File: src/rtl/fetch.sv
// Instruction fetch stage of the pipelined Beta core.
// Owns the PC, issues word reads over a req/gnt/rvalid handshake, buffers
// returned words in a prefetch FIFO and presents one instruction plus its
// PC+4 to decode per cycle. Decode redirects (JMP/BEQ/BNE) and interrupts
// flush the FIFO; responses already in flight are counted off and dropped.

`ifndef INST_NOP
`define INST_NOP 32'hC3FF_0000
`endif

module fetch #(
  parameter int          DEPTH     = 2,
  parameter logic [31:0] RESET_VEC = 32'h8000_0000,
  parameter logic [31:0] XADDR_VEC = 32'h8000_0008
) (
  input  logic        clk,
  input  logic        rst_n,
  output logic        imem_req,
  output logic [31:0] imem_addr,
  input  logic        imem_gnt,
  input  logic        imem_rvalid,
  input  logic [31:0] imem_rdata,
  output logic [31:0] pc,
  output logic [31:0] ir,
  output logic        ir_valid,
  input  logic        stall,
  input  logic        op_jmp,
  input  logic        op_beq,
  input  logic        op_bne,
  input  logic        zr,
  input  logic [31:0] j_addr,
  input  logic [31:0] br_addr,
  input  logic        irq,
  output logic        irq_taken
);

  // Pointer width for the FIFO / address queue, and a counter width that
  // can hold the value DEPTH itself.
  localparam int PW = (DEPTH > 1) ? $clog2(DEPTH) : 1;
  localparam int CW = $clog2(DEPTH) + 1;
  localparam logic [CW:0] DEPTH_C = (CW + 1)'(DEPTH);

  // Architectural fetch state.
  logic [31:0]   r_fetchPc;
  logic [CW-1:0] r_outstanding;
  logic [CW-1:0] r_discard;
  logic [31:0]   r_lastPc;

  // Prefetch FIFO: PC+4 and instruction word per entry.
  logic [31:0]   r_fifoPc [DEPTH];
  logic [31:0]   r_fifoIr [DEPTH];
  logic [PW-1:0] r_fifoRd;
  logic [PW-1:0] r_fifoWr;
  logic [CW-1:0] r_count;

  // Address queue: one entry per granted request, retired by rvalid in order.
  logic [31:0]   r_aq [DEPTH];
  logic [PW-1:0] r_aqRd;
  logic [PW-1:0] r_aqWr;

  logic [31:0]   w_headPc;
  logic [31:0]   w_headIr;
  logic          w_headValid;
  logic [CW:0]   w_inFlight;
  logic          w_canIssue;
  logic          w_accept;
  logic          w_rspFire;
  logic          w_taken;
  logic          w_redirect;
  logic          w_irqTake;
  logic          w_flush;
  logic [31:0]   w_brTarget;
  logic [31:0]   w_flushTarget;
  logic          w_push;
  logic          w_pop;
  logic [CW-1:0] w_outNext;

  // Redirect / interrupt decisions; both are ignored while decode stalls,
  // and a taken branch wins over a pending interrupt.
  assign w_taken       = op_jmp | (op_beq & zr) | (op_bne & ~zr);
  assign w_redirect    = ~stall & w_taken;
  assign w_irqTake     = irq & ~stall & ~w_taken;
  assign w_flush       = w_redirect | w_irqTake;
  assign w_brTarget    = op_jmp ? (j_addr & ~32'h3) : br_addr;
  assign w_flushTarget = w_redirect ? w_brTarget : XADDR_VEC;

  // Issue is allowed while buffered plus outstanding words leave room in the
  // FIFO. That sum never grows without a grant, so req stays up until gnt
  // except when a flush withdraws it.
  assign w_inFlight = {1'b0, r_count} + {1'b0, r_outstanding};
  assign w_canIssue = w_inFlight < DEPTH_C;
  assign w_accept   = imem_gnt & w_canIssue;
  assign w_rspFire  = imem_rvalid & (r_outstanding != '0);
  assign w_outNext  = r_outstanding + {{(CW-1){1'b0}}, w_accept}
                                    - {{(CW-1){1'b0}}, w_rspFire};

  // FIFO head presentation; the redirect slot is annulled.
  assign w_headValid = (r_count != '0);
  assign w_headPc    = r_fifoPc[r_fifoRd];
  assign w_headIr    = r_fifoIr[r_fifoRd];
  assign w_push      = w_rspFire & (r_discard == '0) & ~w_flush;
  assign w_pop       = w_headValid & ~stall & ~w_flush;

  assign imem_req  = rst_n & w_canIssue & ~w_flush;
  assign imem_addr = r_fetchPc;
  assign ir_valid  = w_headValid & ~w_flush;
  assign ir        = ir_valid ? w_headIr : `INST_NOP;
  assign pc        = w_headValid ? w_headPc : r_lastPc;
  assign irq_taken = rst_n & w_irqTake;

  // PC, outstanding/discard accounting and last-presented PC.
  always_ff @(posedge clk or negedge rst_n) begin
    if (!rst_n) begin
      r_fetchPc     <= RESET_VEC;
      r_outstanding <= '0;
      r_discard     <= '0;
      r_lastPc      <= 32'h0;
    end else begin
      r_outstanding <= w_outNext;
      if (w_flush) begin
        r_fetchPc <= w_flushTarget;
        r_discard <= w_outNext;
      end else begin
        if (w_accept) begin
          r_fetchPc <= r_fetchPc + 32'd4;
        end
        if (w_rspFire && (r_discard != '0)) begin
          r_discard <= r_discard - {{(CW-1){1'b0}}, 1'b1};
        end
      end
      if (ir_valid) begin
        r_lastPc <= w_headPc;
      end
    end
  end

  // FIFO and address-queue pointers; only the FIFO is emptied by a flush,
  // the address queue keeps pairing discarded responses with their requests.
  always_ff @(posedge clk or negedge rst_n) begin
    if (!rst_n) begin
      r_fifoRd <= '0;
      r_fifoWr <= '0;
      r_count  <= '0;
      r_aqRd   <= '0;
      r_aqWr   <= '0;
    end else begin
      if (w_flush) begin
        r_fifoRd <= '0;
        r_fifoWr <= '0;
        r_count  <= '0;
      end else begin
        if (w_push) begin
          r_fifoWr <= r_fifoWr + PW'(1);
        end
        if (w_pop) begin
          r_fifoRd <= r_fifoRd + PW'(1);
        end
        r_count <= r_count + {{(CW-1){1'b0}}, w_push}
                           - {{(CW-1){1'b0}}, w_pop};
      end
      if (w_accept) begin
        r_aqWr <= r_aqWr + PW'(1);
      end
      if (w_rspFire) begin
        r_aqRd <= r_aqRd + PW'(1);
      end
    end
  end

  // Data storage needs no reset; entries are only read once counted valid.
  always_ff @(posedge clk) begin
    if (w_push) begin
      r_fifoPc[r_fifoWr] <= r_aq[r_aqRd] + 32'd4;
      r_fifoIr[r_fifoWr] <= imem_rdata;
    end
    if (w_accept) begin
      r_aq[r_aqWr] <= r_fetchPc;
    end
  end

endmodule

File: config.mk
export PLATFORM = sky130hd
export DESIGN_NAME = fetch
export DESIGN_NICKNAME = d
export VERILOG_FILES = /design/src/rtl/fetch.sv
export SDC_FILE = /design/constraint.sdc
export NUM_CORES = 1
export LEC_CHECK = 0
export CORE_ASPECT_RATIO = 0.6
export CORE_MARGIN = 2
export CORE_UTILIZATION = 45
export DETAILED_ROUTE_END_ITERATION = 12
export PLACE_DENSITY = 0.79
export SLEW_MARGIN = 15
export SYNTH_ARGS = -nofsm -noshare
export SYNTH_HDL_FRONTEND = slang
export SYNTH_SLANG_ARGS = --single-unit
File: constraint.sdc
create_clock -name clk -period 5.5 [get_ports clk]
set_clock_uncertainty 0.1 [all_clocks]
set_input_delay 0.825 -clock clk [delete_from_list [all_inputs] [get_ports clk]]
set_output_delay 0.825 -clock clk [all_outputs]
set_load 0.05 [all_outputs]
* After elaboration in Yosys (flattened, before gate mapping)
Memories as Yosys holds them, arrays and structs flattened.
Index checks and enable logic that the tools add are counted.
Widths: inputs -> output; s select.
** Cells by class
- Equal/unequal tests :: 0
- $lt $le $gt $ge :: 1
- Divide/modulo/power cells :: 0
- Add/subtract/negate cells :: 12
- Bitwise operators :: 22
- Shifts and indexed selects :: 0
- Reduce and logical (&&, ||, !) cells :: 9
- $mul :: 0
- Muxes and demuxes :: 17
** Operators by type and width (count)
- $mux 32 :: 6
- $add 32x3->32 const B :: 2
- $and 1x1->1 :: 15
- $reduce_bool 2->1 :: 7
- $mux 1 :: 8
- $mux 2 :: 3
- $add 1x1->1 const B :: 4
- $add 2x1->2 :: 2
- $not 1->1 :: 4
- $sub 2x1->2 :: 2
- $add 2x2->3 :: 1
- $lt 3x2->1 const B :: 1
- $or 1x1->1 :: 3
- $logic_not 2->1 :: 1
- $sub 2x1->2 const B :: 1
- $logic_and 1x1->1 :: 1
** Storage, ports and cells
- Bits in latches :: 0
- Memories kept :: 3
- Bits in registers :: 74
- Memory bits (read-only) :: 0
- Logic and storage cells :: 73
- Output and inout bits :: 99
- Memory bits (writable) :: 192
- Input port bits :: 106
** Memory list
- r_aq :: depth 2, bits a word 32, read ports 1, clocked after memory_dff 0, write ports 1, RTL line 57 : logic [31:0] r_aq [DEPTH];
- r_fifoIr :: depth 2, bits a word 32, read ports 1, clocked after memory_dff 0, write ports 1, RTL line 51 : logic [31:0] r_fifoIr [DEPTH];
- r_fifoPc :: depth 2, bits a word 32, read ports 1, clocked after memory_dff 0, write ports 1, RTL line 50 : logic [31:0] r_fifoPc [DEPTH];

* Longest topological paths before layout
Gate-level depths: netlist of the first run.
- Depth in word-level cells :: 11
- Mapped depth :: 13
- Gate-level depth less buffers :: 10

* Worst setup path before layout of the first run
No wires, ideal clock.
- Path kind :: input port to flip-flop
- From :: in zr
- To :: mem r_fifoIr[0][0] (enable)
- Data arrival time :: 4.467 ns
- Setup slack :: 0.446 ns
- Library setup time :: 0.487 ns
- Stages :: 4
- Buffers on the path :: 0
- Required time :: 4.913 ns
- Cells stage by stage :: mux2_2 o31ai_2 nand3_1 nor2_1
** On the way
- Word-level cells in the longest chain between the ends :: 10
- Elaborated cells on any way between the ends :: 13
- Classes of those cells :: mux: 2; bitwise: 11
** RTL lines
- from (decl) :: RTL line 30 : input logic zr,
- $and 1x1->1 or $not 1->1 (tied branches) :: RTL line 80 : assign w_taken = op_jmp | (op_beq & zr) | (op_bne & ~zr);
- $or 1x1->1 or $and 1x1->1 (tied branches) :: RTL line 80
- $or 1x1->1 (*) :: RTL line 80
- $not 1->1 :: RTL line 82 : assign w_irqTake = irq & ~stall & ~w_taken;
- $and 1x1->1 :: RTL line 82
- $or 1x1->1 (*) :: RTL line 83 : assign w_flush = w_redirect | w_irqTake;
- $not 1->1 (*) :: RTL line 101 : assign w_push = w_rspFire & (r_discard == '0) & ~w_flush;
- $and 1x1->1 (*) :: RTL line 101
- $mux 1 (*) :: RTL line 172 : if (w_push) begin
- $mux 1 (implied by the code) (*) :: RTL line 174 : r_fifoIr[r_fifoWr] <= imem_rdata;
- to (decl) :: RTL line 51
Mark *: on every way between the ends. The rest lies on a longest branch, timed or not.

* Worst setup path after layout of the first run
- From :: in zr
- To :: out imem_req
** On the way
- Word-level cells in the longest chain between the ends :: 8
- Elaborated cells on any way between the ends :: 11
- Classes of those cells :: bitwise: 11
** RTL lines
- $and 1x1->1 or $not 1->1 (tied branches) :: RTL line 80
- $or 1x1->1 or $and 1x1->1 (tied branches) :: RTL line 80
- $or 1x1->1 (*) :: RTL line 80
- $not 1->1 :: RTL line 82
- $and 1x1->1 :: RTL line 82
- $or 1x1->1 (*) :: RTL line 83
- $not 1->1 (*) :: RTL line 104 : assign imem_req = rst_n & w_canIssue & ~w_flush;
- $and 1x1->1 (*) :: RTL line 104
- to (decl) :: RTL line 18 : output logic imem_req,
Marked as above.

==> impl_metrics.csv, run 1 <==
group,metric,value,unit
final_layout,area_delta_synth_final,25.1,%
critical_path,crit_path_top_delay_cell,"clkdlybuf4s50_1",
place,place_inst,1506,
clocking,cts_setup_buffers,0,
clocking,clk_pin_slew,0.06,ns
sta,finalCritPeriodShare,0.806,
final_layout,final_util,0.575,
die,rows,46,
place,dpl.hpwl,20100,um
clocking,cts_resized,0,
clocking,clk_path_buf_depth,3,
die,ioPinCount,205,
drt,routed-via-count,8483,
grt,grt.overflow.total,0,
power,p_leak,5.53,nW
clocking,holdBufCountCts,0,
final_layout,drive_gt1_frac,0.108,
synthesis,synth_top_area_share,0.473,
critical_path,r2r-end,"r_discard[1]",
clocking,cts_tree,"yes",
critical_path,criticalPathCategory,"primary input to output port",
grt,grt_pass1_vias,7943,
drt,drt_first_iter_violations,938,
grt,grt_pass1_wl,45100,um
synthesis,synth.avg_cell_area,12.5,um2
die,core_region_area,0.0265,mm2
synthesis,yosysTopAreaCell,"edfxtp_1",
sta,hold_violations,0,
critical_path,crit_fanout,27,
clocking,clk_latency,0.53,ns
synthesis,ys_warn_count,0,
place,io_buffers,202,
synthesis,synth_cells,978,
drt,drc,0,
synthesis,ys_seq_elements,266,
critical_path,r2r_setup_slack,2.30,ns
sta,drv_slew,0,
drt,wl,28700,um
clocking,cts.sinks,266,
worst_hold_path,hp-class,"primary input to asynchronous set/reset pin",
sta,finalSetupTns,0,ns
drt,ant_nets,0,
synthesis,synth_most_common_cell,"edfxtp_1",
synthesis,async_flop_share,0.278,
synthesis,synthTopCellsByCount,"edfxtp_1, mux2i_1, nor2_1",
critical_path,critPathMaxStageDelay,0.88,ns
sta,worst-slew-pin-transition,1.03,ns
critical_path,cp_cell_sequence,"clkdlybuf4s50_1, mux2_2, o31a_1, buf_4, nor4b_1, clkdlybuf4s50_1",
grt,grt_antenna_before_repair,0,
critical_path,arrival,3.51,ns
final_layout,instances_no_fill,1550,
synthesis,syn-num-nets,1092,
sta,max_freq,226,MHz
power,p_per_area,576,mW/mm2
sta,min_period,4.43,ns
drt,vias_per_cell,5.47,
critical_path,endpoint,"imem_req",
final_layout,final_cell_area,0.0153,mm2
power,vdd_ir_drop_max,0.000597,V
outcome,status,"complete, no violations",
die,start_util,0.460,
place,globalplace.congestion,0.890,
die,die_h,132,um
synthesis,syn_area,0.0122,mm2
grt,grt_max_degree,78,
place,place_area,0.0145,mm2
critical_path,r2r_start,"r_count[0]",
synthesis,ys_seq_area_frac,0.625,
sta,rsz0062_at_grt,"no",
critical_path,critPathLaunch,"zr",
critical_path,required,4.58,ns
clocking,cts-root-buf,"clkbuf_16",
critical_path,cpMostUsedCell,"clkdlybuf4s50_1",
sta,whs,0.171,ns
clocking,h-tree-depth,1,
die,die_area,0.0285,mm2
sta,setup_viol,0,
drt,wl_per_cell,18.5,um
synthesis,synth.distinct_cells,69,
run,maxCapViolCount,0,
sta,slew_headroom,0.311,
clocking,cts_buffers,24,
synthesis,synth-edff-count,192,
die,fp.dieW,217,um
final_layout,antennaDiodeCount,0,
final_layout,nets,1286,
drt,dr.pass1.iters,7,
critical_path,end_kind,"output port",
synthesis,yosys-top-cells-area,"edfxtp_1, dfrtp_1, mux2i_1",
critical_path,start_kind,"primary input",
critical_path,ff2ff_path_depth,10,
grt,track_usage,0.202,
synthesis,synth_ff_type,"edfxtp_1",
==> kinds of logic (layout without fill, tap and decap cells) <==
logic type / after synthesis / in the layout / synth area share
xor gates and xnor gates: 41 / 41 / 0.0294
buffers and inverters: 65 / 277 / 0.0235
and+or+nand+nor: 295 / 295 / 0.117
muxes: 124 / 124 / 0.103
AOI/OAI and AO/OA: 179 / 179 / 0.0941
DFF: 266 / 266 / 0.625
adders and majority gates: 8 / 8 / 0.00882
==> cells in the final DEF, fill, tap and decap left out, types with 5 or more instances in the layout <==
master           Yosys  layout
nor2_1             108     105
o21ai_0             49      49
nor4_1               8       8
ha_1                 7       7
o221a_2              5       5
clkinv_2             0       5
edfxtp_1           192     192
buf_4                0      46
clkbuf_16            0      25
o22ai_1              7       7
and3_1              11      11
nand4_1             19      19
dfrtp_1             73      71
nand3_1             20      20
a2bb2oi_1            5       5
and2_1               6       6
nand2_1             83      82
inv_1               17      17
a21oi_1             68      68
clkdlybuf4s50_1      0     167
xor2_1              11      11
mux2_2              14      14
nor3_1               9       9
xnor2_1             30      30
a31oi_1              8       8
mux2i_1            110     110
==> routing by layer <==
layer,track usage,vias up,wire length [um],part of all wire
met5,0,-,0,0
met4,0.0308,0,323,0.011
met3,0.0481,33,2800,0.098
met2,0.278,379,11700,0.41
met1,0.325,4056,13900,0.48
li1,-,4015,-,-
==> metrics by stage <==
step / setup slack, ns / power (W)
3_5_place_dp: 1.13 / 0.00719
2_1_floorplan: 0.446 / 0.00588
3_3_place_gp: 1.15 / 0.00711
6_report: 1.07 / 0.00878
4_1_cts: 1.11 / 0.00883
5_1_grt: 0.971 / 0.00924
==> flip-flops by register name (all words and copies together), names as in the netlist <==
signal,cells
r_lastPc,32
imem_addr,32
r_fifoIr,64
r_fifoRd,1
r_outstanding,2
r_aqWr,1
r_count,2
r_fifoPc,64
r_aqRd,1
r_fifoWr,1
r_aq,64
r_discard,2
==> worst max-delay path: cells and delay by family <==
family	cells	cell delay, ns
buf+inv	3	1.62
mux	1	0.41
simple gates	1	0.39
compound gates	1	0.26
==> layout make-up <==
type / instances / area, um2
inverter: 18 / 67.6
fill: 2208 / 11300
timing repair buffer: 215 / 2040
tap: 360 / 450
multi-input combinational: 647 / 4310
clock buffer: 27 / 633
clock inverter: 17 / 126
sequential: 266 / 7620
==> worst min-delay path by stage <==
| stage | depth (start not counted) | slack (ns) | to | from |
|---|---|---|---|---|
| global placement | 2 | 0.36 | r_lastPc[23] | r_lastPc[23] |
| CTS | 1 | 0.17 | r_lastPc[6] | rst_n |
| global route | 1 | 0.20 | r_lastPc[10] | rst_n |
| detailed placement | 2 | 0.37 | r_lastPc[17] | r_lastPc[17] |
| floorplan | 2 | 0.35 | r_lastPc[0] | r_lastPc[0] |
| finish | 1 | 0.17 | r_lastPc[10] | rst_n |
==> power breakdown <==
group | switching, W | internal (W)
Sequential | 0.000408 | 0.00274
Combinational | 0.00268 | 0.00133
Clock | 0.000746 | 0.000884
Total | 0.00383 | 0.00495
No activity file was read; power rests on OpenSTA's default activity.
==> run 2, diff against run 1 <==
- PLACE_DENSITY: 0.79 -> 0.82
- clock period: 5.5 -> 4.05 ns (I/O delays scaled with it)
==> impl_metrics.csv, run 2 (same netlist as run 1, synthesis figures left out) <==
group,metric,value,unit
sta,slew_headroom,0.403,
drt,routed-via-count,8571,
critical_path,crit_fanout,47,
die,core_region_area,0.0265,mm2
drt,wl,29300,um
die,ioPinCount,205,
drt,drc,0,
sta,drv_slew,0,
power,p_per_area,791,mW/mm2
final_layout,antennaDiodeCount,0,
critical_path,required,3.34,ns
sta,hold_violations,0,
place,globalplace.congestion,0.868,
sta,min_period,3.78,ns
grt,grt_max_degree,65,
clocking,cts_buffers,25,
sta,setup_viol,0,
drt,vias_per_cell,5.50,
place,place_area,0.0148,mm2
critical_path,r2r_setup_slack,0.92,ns
power,vdd_ir_drop_max,0.000653,V
final_layout,final_cell_area,0.0157,mm2
sta,worst-slew-pin-transition,0.896,ns
final_layout,final_util,0.591,
grt,grt_antenna_before_repair,0,
drt,ant_nets,0,
clocking,cts-root-buf,"clkbuf_16",
critical_path,criticalPathCategory,"register to output port",
sta,finalCritPeriodShare,0.933,
final_layout,drive_gt1_frac,0.114,
final_layout,nets,1294,
clocking,cts_tree,"yes",
drt,wl_per_cell,18.8,um
grt,grt_pass1_wl,46000,um
clocking,clk_latency,0.52,ns
die,start_util,0.460,
place,dpl.hpwl,21200,um
die,rows,46,
clocking,clk_pin_slew,0.07,ns
critical_path,end_kind,"output port",
die,fp.dieW,217,um
critical_path,r2r_start,"r_count[0]",
place,place_inst,1513,
final_layout,instances_no_fill,1558,
outcome,status,"complete, no violations",
power,p_leak,5.69,nW
final_layout,area_delta_synth_final,28.6,%
clocking,cts_resized,0,
final_layout,final_common_cell,"edfxtp_1",
die,die_h,132,um
critical_path,ff2ff_path_depth,10,
run,maxCapViolCount,0,
critical_path,r2r-end,"r_discard[1]",
drt,dr.pass1.iters,5,
worst_hold_path,hp-class,"primary input to asynchronous set/reset pin",
place,io_buffers,202,
clocking,holdBufCountCts,0,
sta,rsz0062_at_grt,"no",
final_layout,top_regs,"r_aq (64), r_fifoIr (64), r_fifoPc (64)",
grt,track_usage,0.205,
grt,grt_pass1_vias,8101,
clocking,h-tree-depth,1,
final_layout,final_cell_mix,"edfxtp_1, clkdlybuf4s50_1, mux2i_1, nor2_1, nand2_1",
critical_path,arrival,3.07,ns
grt,grt.overflow.total,0,
sta,max_freq,265,MHz
die,die_area,0.0285,mm2
clocking,clk_path_buf_depth,3,
critical_path,start_kind,"register",
clocking,cts.sinks,266,
clocking,cts_setup_buffers,0,
drt,drt_first_iter_violations,830,
==> run 2: cell types whose count changed in the layout (fill, tap and decap cells not counted), moves of 2 or more <==
cell        previous run  this run
clkbuf_8               0         3
bufinv_16              1         4
clkinv_2               5         2
buf_4                 46        33
clkinv_1               4         2
clkinvlp_4             4         2
clkbuf_1               2         4
buf_12                 1        22
==> run 2: final cells by class <==
| class | count | area (um2) |
|---|---|---|
| clock inverters | 12 | 173 |
| clock buffers | 33 | 707 |
| repair buffers | 222 | 2350 |
| flip-flops and latches | 266 | 7620 |
| well taps | 360 | 450 |
| inverters | 18 | 67.6 |
| multi-input cells | 647 | 4310 |
| fillers | 2068 | 10800 |
==> run 2: power by group <==
group          internal (W)  total, W  leakage, nW  switching, W
registers           0.00372   0.00428         2.70      0.000559
logic               0.00195   0.00564         2.57       0.00369
clock network       0.00149   0.00250        0.425       0.00101
total               0.00716    0.0124         5.69       0.00525
==> run 2: per-layer routing <==
metal  wire (um)  part of all wire  global-route usage
met3        2670             0.091              0.0412
met2       12100              0.41               0.284
met1       14200              0.49               0.332
met5           0                 0                   0
met4         316             0.011              0.0308
==> run 2: worst max-delay path by stage <==
stage          startpoint              to  cells after the start
3_5_place_dp           zr      r_count[1]                     11
3_3_place_gp           zr      r_count[1]                     11
6_report       r_count[1]          pc[25]                      5
4_1_cts        r_count[1]          pc[25]                      5
5_1_grt        r_count[1]          pc[19]                      5
2_1_floorplan          zr  r_fifoIr[0][0]                      4
==> run 2: worst max-delay path, cell delays in order, from the launching register on <==
cell and delay, ns:
dfrtp_1 0.43, or2_2 0.72, buf_4 0.33, nor2_1 0.06, a21oi_1 0.15, clkdlybuf4s50_1 0.83
==> run 2: metrics by stage <==
| step | setup slack, ns | hold WS, ns | total power [W] | TNS [ns] |
|---|---|---|---|---|
| 5_1_grt | 0.0725 | 0.220 | 0.0130 | 0 |
| 4_1_cts | 0.238 | 0.200 | 0.0125 | 0 |
| 2_1_floorplan | -0.786 | 0.212 | 0.00798 | -100.64 |
| 3_5_place_dp | 0.396 | 0.371 | 0.00996 | 0 |
| 6_report | 0.271 | 0.199 | 0.0124 | 0 |
| 3_3_place_gp | 0.467 | 0.362 | 0.00981 | 0 |
